===== src/rtl/rr_arbiter_if.sv =====
// Request/grant bundle between the round-robin arbiter, its requesters and the channel Mux.
// The arbiter takes the master view; requesters and the Mux take the slave view.
interface rr_arbiter_if #(
    parameter int CHANNELS = 4
);
    localparam int ADDR_SIZE = $clog2(CHANNELS);

    logic [CHANNELS-1:0]  req;
    logic [CHANNELS-1:0]  grant;
    logic [ADDR_SIZE-1:0] sel;
    logic                 enable;

    modport master (
        input  req,
        output grant,
        output sel,
        output enable
    );

    modport slave (
        output req,
        input  grant,
        input  sel,
        input  enable
    );
endinterface


===== src/rtl/rr_arbiter.sv =====
// Round-robin arbiter feeding the channel Mux: registered one-hot grant, sel and enable,
// with a hold limit that forces hand-over when another channel is waiting.
module rr_arbiter #(
    parameter int CHANNELS = 4,
    parameter int MAX_HOLD = 8
) (
    input  logic          clk,
    input  logic          rst,
    rr_arbiter_if.master  bus
);
    localparam int ADDR_SIZE = $clog2(CHANNELS);
    localparam int HOLD_SAT  = (MAX_HOLD == 0) ? 1 : MAX_HOLD;
    localparam int HCNT_W    = $clog2(HOLD_SAT + 1);

    typedef enum logic [0:0] {
        IDLE  = 1'b0,
        GRANT = 1'b1
    } state_t;

    state_t                state_r,  state_s;
    logic [ADDR_SIZE-1:0]  ptr_r,    ptr_s;
    logic [HCNT_W-1:0]     hcnt_r,   hcnt_s;
    logic [CHANNELS-1:0]   grant_r,  grant_s;
    logic [ADDR_SIZE-1:0]  sel_r,    sel_s;
    logic                  enable_r, enable_s;

    logic [CHANNELS-1:0]   cur_oh_s;
    logic [CHANNELS-1:0]   others_s;
    logic                  rel_a_s;
    logic                  rel_b_s;
    logic [ADDR_SIZE-1:0]  ptr_inc_s;
    logic [ADDR_SIZE:0]    win_s;

    function automatic logic [CHANNELS-1:0] onehot(input logic [ADDR_SIZE-1:0] idx);
        logic [CHANNELS-1:0] v;
        v = '0;
        for (int i = 0; i < CHANNELS; i++) begin
            v[i] = (idx == ADDR_SIZE'(i));
        end
        return v;
    endfunction

    // Returns {found, index}: first set request scanning cyclically from p.
    function automatic logic [ADDR_SIZE:0] search(input logic [CHANNELS-1:0]  r,
                                                  input logic [ADDR_SIZE-1:0] p);
        logic [2*CHANNELS-1:0] dbl;
        logic [CHANNELS-1:0]   rot;
        logic                  found;
        logic [ADDR_SIZE-1:0]  win;
        int                    pos;
        dbl   = {r, r} >> p;
        rot   = dbl[CHANNELS-1:0];
        found = 1'b0;
        win   = '0;
        for (int i = 0; i < CHANNELS; i++) begin
            if (!found && rot[i]) begin
                found = 1'b1;
                pos   = int'(p) + i;
                if (pos >= CHANNELS) begin
                    pos = pos - CHANNELS;
                end else begin
                    pos = pos;
                end
                win = ADDR_SIZE'(pos);
            end else begin
                found = found;
            end
        end
        return {found, win};
    endfunction

    // Release decode for the channel currently holding the grant.
    always_comb begin
        cur_oh_s  = onehot(sel_r);
        others_s  = bus.req & ~cur_oh_s;
        rel_a_s   = ((bus.req & cur_oh_s) == '0);
        rel_b_s   = (MAX_HOLD != 0) && (hcnt_r == HCNT_W'(MAX_HOLD)) && (others_s != '0);
        if (sel_r == ADDR_SIZE'(CHANNELS - 1)) begin
            ptr_inc_s = '0;
        end else begin
            ptr_inc_s = sel_r + ADDR_SIZE'(1);
        end
    end

    // Next-state and next-output logic; all three outputs are updated together.
    always_comb begin
        state_s  = state_r;
        ptr_s    = ptr_r;
        hcnt_s   = hcnt_r;
        grant_s  = grant_r;
        sel_s    = sel_r;
        enable_s = enable_r;
        win_s    = '0;
        case (state_r)
            IDLE: begin
                win_s = search(bus.req, ptr_r);
                if (win_s[ADDR_SIZE]) begin
                    state_s  = GRANT;
                    grant_s  = onehot(win_s[ADDR_SIZE-1:0]);
                    sel_s    = win_s[ADDR_SIZE-1:0];
                    enable_s = 1'b1;
                    hcnt_s   = HCNT_W'(1);
                end else begin
                    grant_s  = '0;
                    sel_s    = '0;
                    enable_s = 1'b0;
                    hcnt_s   = '0;
                end
            end
            GRANT: begin
                if (rel_a_s || rel_b_s) begin
                    // The releasing channel is masked so a forced hand-over cannot re-pick it.
                    ptr_s = ptr_inc_s;
                    win_s = search(others_s, ptr_inc_s);
                    if (win_s[ADDR_SIZE]) begin
                        grant_s  = onehot(win_s[ADDR_SIZE-1:0]);
                        sel_s    = win_s[ADDR_SIZE-1:0];
                        enable_s = 1'b1;
                        hcnt_s   = HCNT_W'(1);
                    end else begin
                        state_s  = IDLE;
                        grant_s  = '0;
                        sel_s    = '0;
                        enable_s = 1'b0;
                        hcnt_s   = '0;
                    end
                end else if (hcnt_r < HCNT_W'(HOLD_SAT)) begin
                    hcnt_s = hcnt_r + HCNT_W'(1);
                end else begin
                    hcnt_s = hcnt_r;
                end
            end
            default: begin
                state_s  = IDLE;
                ptr_s    = '0;
                hcnt_s   = '0;
                grant_s  = '0;
                sel_s    = '0;
                enable_s = 1'b0;
            end
        endcase
    end

    // State and output registers with synchronous reset.
    always_ff @(posedge clk) begin
        if (rst) begin
            state_r  <= IDLE;
            ptr_r    <= '0;
            hcnt_r   <= '0;
            grant_r  <= '0;
            sel_r    <= '0;
            enable_r <= 1'b0;
        end else begin
            state_r  <= state_s;
            ptr_r    <= ptr_s;
            hcnt_r   <= hcnt_s;
            grant_r  <= grant_s;
            sel_r    <= sel_s;
            enable_r <= enable_s;
        end
    end

    assign bus.grant  = grant_r;
    assign bus.sel    = sel_r;
    assign bus.enable = enable_r;
endmodule


===== src/flat_wrapper.sv =====
// flat-port wrapper written by rule: the top's interface ports become plain ports
module rr_arbiter_flat 
#(
    parameter int CHANNELS = 4,
    parameter int MAX_HOLD = 8
)
  (clk, rst, bus_req, bus_grant, bus_sel, bus_enable);
  rr_arbiter_if #(.CHANNELS(CHANNELS)) bus_i ();
  input  logic clk;
  input  logic rst;
  input wire logic [$bits(bus_i.req)-1:0] bus_req;
  output wire logic [$bits(bus_i.grant)-1:0] bus_grant;
  output wire logic [$bits(bus_i.sel)-1:0] bus_sel;
  output wire logic [$bits(bus_i.enable)-1:0] bus_enable;
  assign bus_i.req = bus_req;
  assign bus_grant = bus_i.grant;
  assign bus_sel = bus_i.sel;
  assign bus_enable = bus_i.enable;
  rr_arbiter #(.CHANNELS(CHANNELS), .MAX_HOLD(MAX_HOLD)) u_core (.clk(clk), .rst(rst), .bus(bus_i));
endmodule

===== config.mk =====
export PLATFORM = sky130hd
export DESIGN_NAME = rr_arbiter_flat
export DESIGN_NICKNAME = d
export VERILOG_FILES = /design/src/rtl/rr_arbiter_if.sv /design/src/rtl/rr_arbiter.sv /design/src/flat_wrapper.sv
export SDC_FILE = /design/constraint.sdc
export NUM_CORES = 1
export LEC_CHECK = 0
export BUFFER_PORTS_ARGS = -buffer_cell sky130_fd_sc_hd__buf_2
export CAP_MARGIN = 20
export CORE_UTILIZATION = 58
export CTS_CLUSTER_SIZE = 30
export DETAILED_ROUTE_END_ITERATION = 10
export PLACE_DENSITY = 0.87
export SLEW_MARGIN = 20
export SYNTH_ARGS = -nofsm -noshare
export SYNTH_HDL_FRONTEND = slang
export SYNTH_SLANG_ARGS = --single-unit

===== constraint.sdc =====
create_clock -name clk -period 2.8 [get_ports clk]
set_input_delay 0.14 -clock clk [delete_from_list [all_inputs] [get_ports clk]]
set_output_delay 0.14 -clock clk [all_outputs]
set_load 0.01 [all_outputs]

==> results.tsv <==
stage	metric	value	unit
outcome	status	complete, no violations	
route	final WL	2620	um
floorplanning	Initial Util	0.611	
global_route	initial antenna violation count	0	
worst_setup_path	Critical Path, Cell by Cell	inv_1 > ha_1 > nand2b_1 > a2111oi_4 > o221ai_2 > a31oi_2 > nand2b_1 > a211oi_2	
placement	# port buffers	12	
logic_synthesis	leading area contributor after synthesis	dfxtp_1	
placement	dpl cells	162	
cts	H-Tree Level Count	1	
floorplanning	Rows	16	
final_layout	antenna cells	0	
logic_synthesis	yosys warns	0	
global_route	number of global-route vias before repair	916	
worst_setup_path	slowest stage delay, CP	0.49	ns
final_layout	Finished Cell Area	1290	um^2
timing	final setup margin	0.396	ns
worst_setup_path	most frequent CP cell	nand2b_1	
timing	RSZ-0062 raised after global routing	false	
placement	DP Area	1270	um^2
logic_synthesis	Synth cell types	51	
floorplanning	Core Area	1960	um^2
global_route	pin count of the biggest net entering global routing	16	
power_and_ir_drop	static leakage	0.503	nW
logic_synthesis	Synth Flop Type	dfxtp_1	
worst_setup_path	critical path's slowest cell	dfxtp_1	
cts	CTS max path bufs	2	
final_layout	# fillers	175	
worst_setup_path	R2R setup slack	0.40	ns
logic_synthesis	Commonest cells post-synth	dfxtp_1 (14), nor2_1 (9), ha_1 (7), nand2b_1 (7)	
route	Routed WL per cell	15.9	um
logic_synthesis	Post-synth EDFFs	0	
worst_setup_path	crit end category	flop	
logic_synthesis	Async SR Flop Fraction	0	
cts	Sink Count	14	
timing	Fin Clk Skew	0.00441	ns
worst_setup_path	FF-to-FF Start	u_core.bus.sel[0]	
cts	setup bufs post-CTS	0	
hold_path	worst min-delay path category	primary input to flop	
hold_path	min-delay src	rst	
cts	total CTS buffers	3	
hold_path	worst hold endpoint	u_core.ptr_r[0]	
worst_setup_path	Reg-to-Reg End	u_core.bus.grant[1]	
floorplanning	Die Footprint	2250	um^2
final_layout	growth of design area from synthesis to finish	7.62	%
job	Max Cap Viol	0	
final_layout	Util after Layout	0.658	
logic_synthesis	Syn Inst Count	127	
worst_setup_path	CP Class	flop to flop	
logic_synthesis	most common cell in the netlist	dfxtp_1	
cts	TritonCTS clock tree	built	
power_and_ir_drop	Pwr Density	881	nW/um^2
placement	dpl ws	0.460	ns
timing	FMAX	0.416	GHz
hold_path	hold depth	2	
logic_synthesis	Mapped Avg Cell Area	9.44	um^2
cts	Root Driver	clkbuf_4	
timing	Final Hold Vio Count	0	
route	Remaining DRCs	0	
logic_synthesis	Synth top area share	0.234	
logic_synthesis	synth top area cells	dfxtp_1 (23%), ha_1 (7.3%), mux2i_1 (5.0%)	
timing	worst-margin pin slew	0.486	ns
timing	worst hold slack	0.196	ns
route	mean number of vias per cell	6.24	
final_layout	fraction of layout cells with a size suffix above 1	0.268	
timing	max-slew headroom at the worst pin	0.675	
final_layout	post-route insts no fill	165	
worst_setup_path	critical path startpoint category	flop	
cts	Hold Buf Count CTS	0	
placement	dpl hpwl	2020	um
cts	CTS clock-pin slew for the worst setup and hold paths	0.08	ns
logic_synthesis	Post-Syn Area	1200	um^2
cts	Worst-Skew Late Latency	0.28	ns
worst_setup_path	Critical Path RT	3.01	ns
timing	setup TNS	0	ns
route	number of detailed-route iterations in the first pass	4	
timing	Final setup viols	0	
route	number of vias in the routed layout	1030	
cts	Resize count post-CTS	0	
timing	clock period minus worst slack	2.40	ns
placement	Placer Congestion	0.868	
logic_synthesis	Seq/Total Area, Yosys	0.234	
worst_setup_path	crit path DAT	2.62	ns
floorplanning	die span in y	47.5	um
final_layout	Final #Nets	153	
power_and_ir_drop	total power draw	1.14	mW
logic_synthesis	synthesized flop and latch total	14	
global_route	global-route wire length before repair	4110	um
worst_setup_path	Reg2Reg Depth	8	
floorplanning	Die W	47.5	um
route	final antenna-violating net count	0	
floorplanning	io pins	13	
timing	period utilization	0.859	
logic_synthesis	Post-Synthesis Net Count	140	
global_route	Total GRT Usage	0.263	
global_route	total gr overflow	0	
route	Iter 0 DRT Violations	28	
power_and_ir_drop	peak supply drop	0.000527	V
timing	Slew Limit Fails	0	
worst_setup_path	Worst Path Max Fanout	9	
==> flip-flops by register name (all words and copies together) (netlist names) <==
| signal | count |
|---|---|
| u_core.hcnt_r | 4 |
| u_core.bus.sel | 2 |
| u_core.state_r | 1 |
| u_core.bus.enable | 1 |
| u_core.ptr_r | 2 |
| u_core.bus.grant | 4 |
==> final cells by class <==
type,count,area [um^2],share of cell area
Multi-Input combinational cell,102,863,0.669
Sequential cell,14,280,0.217
Timing Repair Buffer,13,67.6,0.0524
Tap cell,27,33.8,0.0262
Clock buffer,3,22.5,0.0175
Inverter,6,22.5,0.0175
==> layout by cell type (no fill, tap or decap), types with 3 or more instances in the layout <==
| cell | synthesis | routed |
|---|---|---|
| inv_1 | 5 | 5 |
| a211oi_1 | 3 | 3 |
| a22oi_1 | 3 | 3 |
| clkbuf_4 | 0 | 3 |
| o21a_1 | 3 | 3 |
| dfxtp_1 | 14 | 14 |
| ha_1 | 7 | 7 |
| nand2b_1 | 7 | 7 |
| nor2_1 | 9 | 9 |
| nor3_1 | 5 | 5 |
| mux2i_1 | 6 | 6 |
| buf_2 | 2 | 12 |
| nand2_1 | 6 | 6 |
| o31ai_1 | 3 | 3 |
| a21oi_1 | 6 | 6 |
==> per-layer routing <==
layer | track usage | share of wire | vias up
met3 | 0.0340 | 0.039 | 6
met4 | 0.103 | 0.014 | 0
li1 | - | - | 508
met2 | 0.449 | 0.50 | 31
met1 | 0.335 | 0.45 | 485
met5 | 0 | 0 | -
==> logic make-up (layout without fill, tap and decap cells) <==
family                     Yosys count  count (layout)  share of synthesized area
AOI/OAI and AO/OA                   40              40                      0.313
xor gates and xnor gates             1               1                    0.00731
adders and majority gates            7               7                     0.0731
buffers and inverters               11              22                     0.0459
DFF                                 14              14                      0.234
muxes                                9               9                     0.0866
and+or+nand+nor                     45              45                      0.240
==> report_power, final <==
part	internal (mW)	total (mW)	switching, mW	leakage, nW
Sequential	0.246	0.294	0.0482	0.115
Combinational	0.315	0.727	0.412	0.374
Clock	0.0500	0.115	0.0652	0.0138
Total	0.611	1.14	0.525	0.503
==> critical path: cells and delay by family, from the launching register on <==
kind,cells,cell delay [ns]
DFF,1,0.49
adders and majority gates,1,0.44
buffers and inverters,1,0.13
and+or+nand+nor,2,0.35
AOI/OAI and AO/OA,4,0.90
==> how the worst max path moves through the flow <==
stage / start / end / slack, ns / depth (start not counted)
after global placement: u_core.bus.sel[0] / u_core.bus.grant[1] / 0.49 / 8
after CTS: u_core.bus.sel[0] / u_core.bus.grant[1] / 0.43 / 8
final: u_core.bus.sel[0] / u_core.bus.grant[1] / 0.40 / 8
after global routing: u_core.bus.sel[0] / u_core.bus.grant[3] / 0.28 / 8
after detailed placement: u_core.bus.sel[0] / u_core.bus.grant[1] / 0.46 / 8
after floorplan: u_core.bus.sel[0] / u_core.bus.grant[1] / 0.61 / 9
Power figures use the tool's default switching activity.
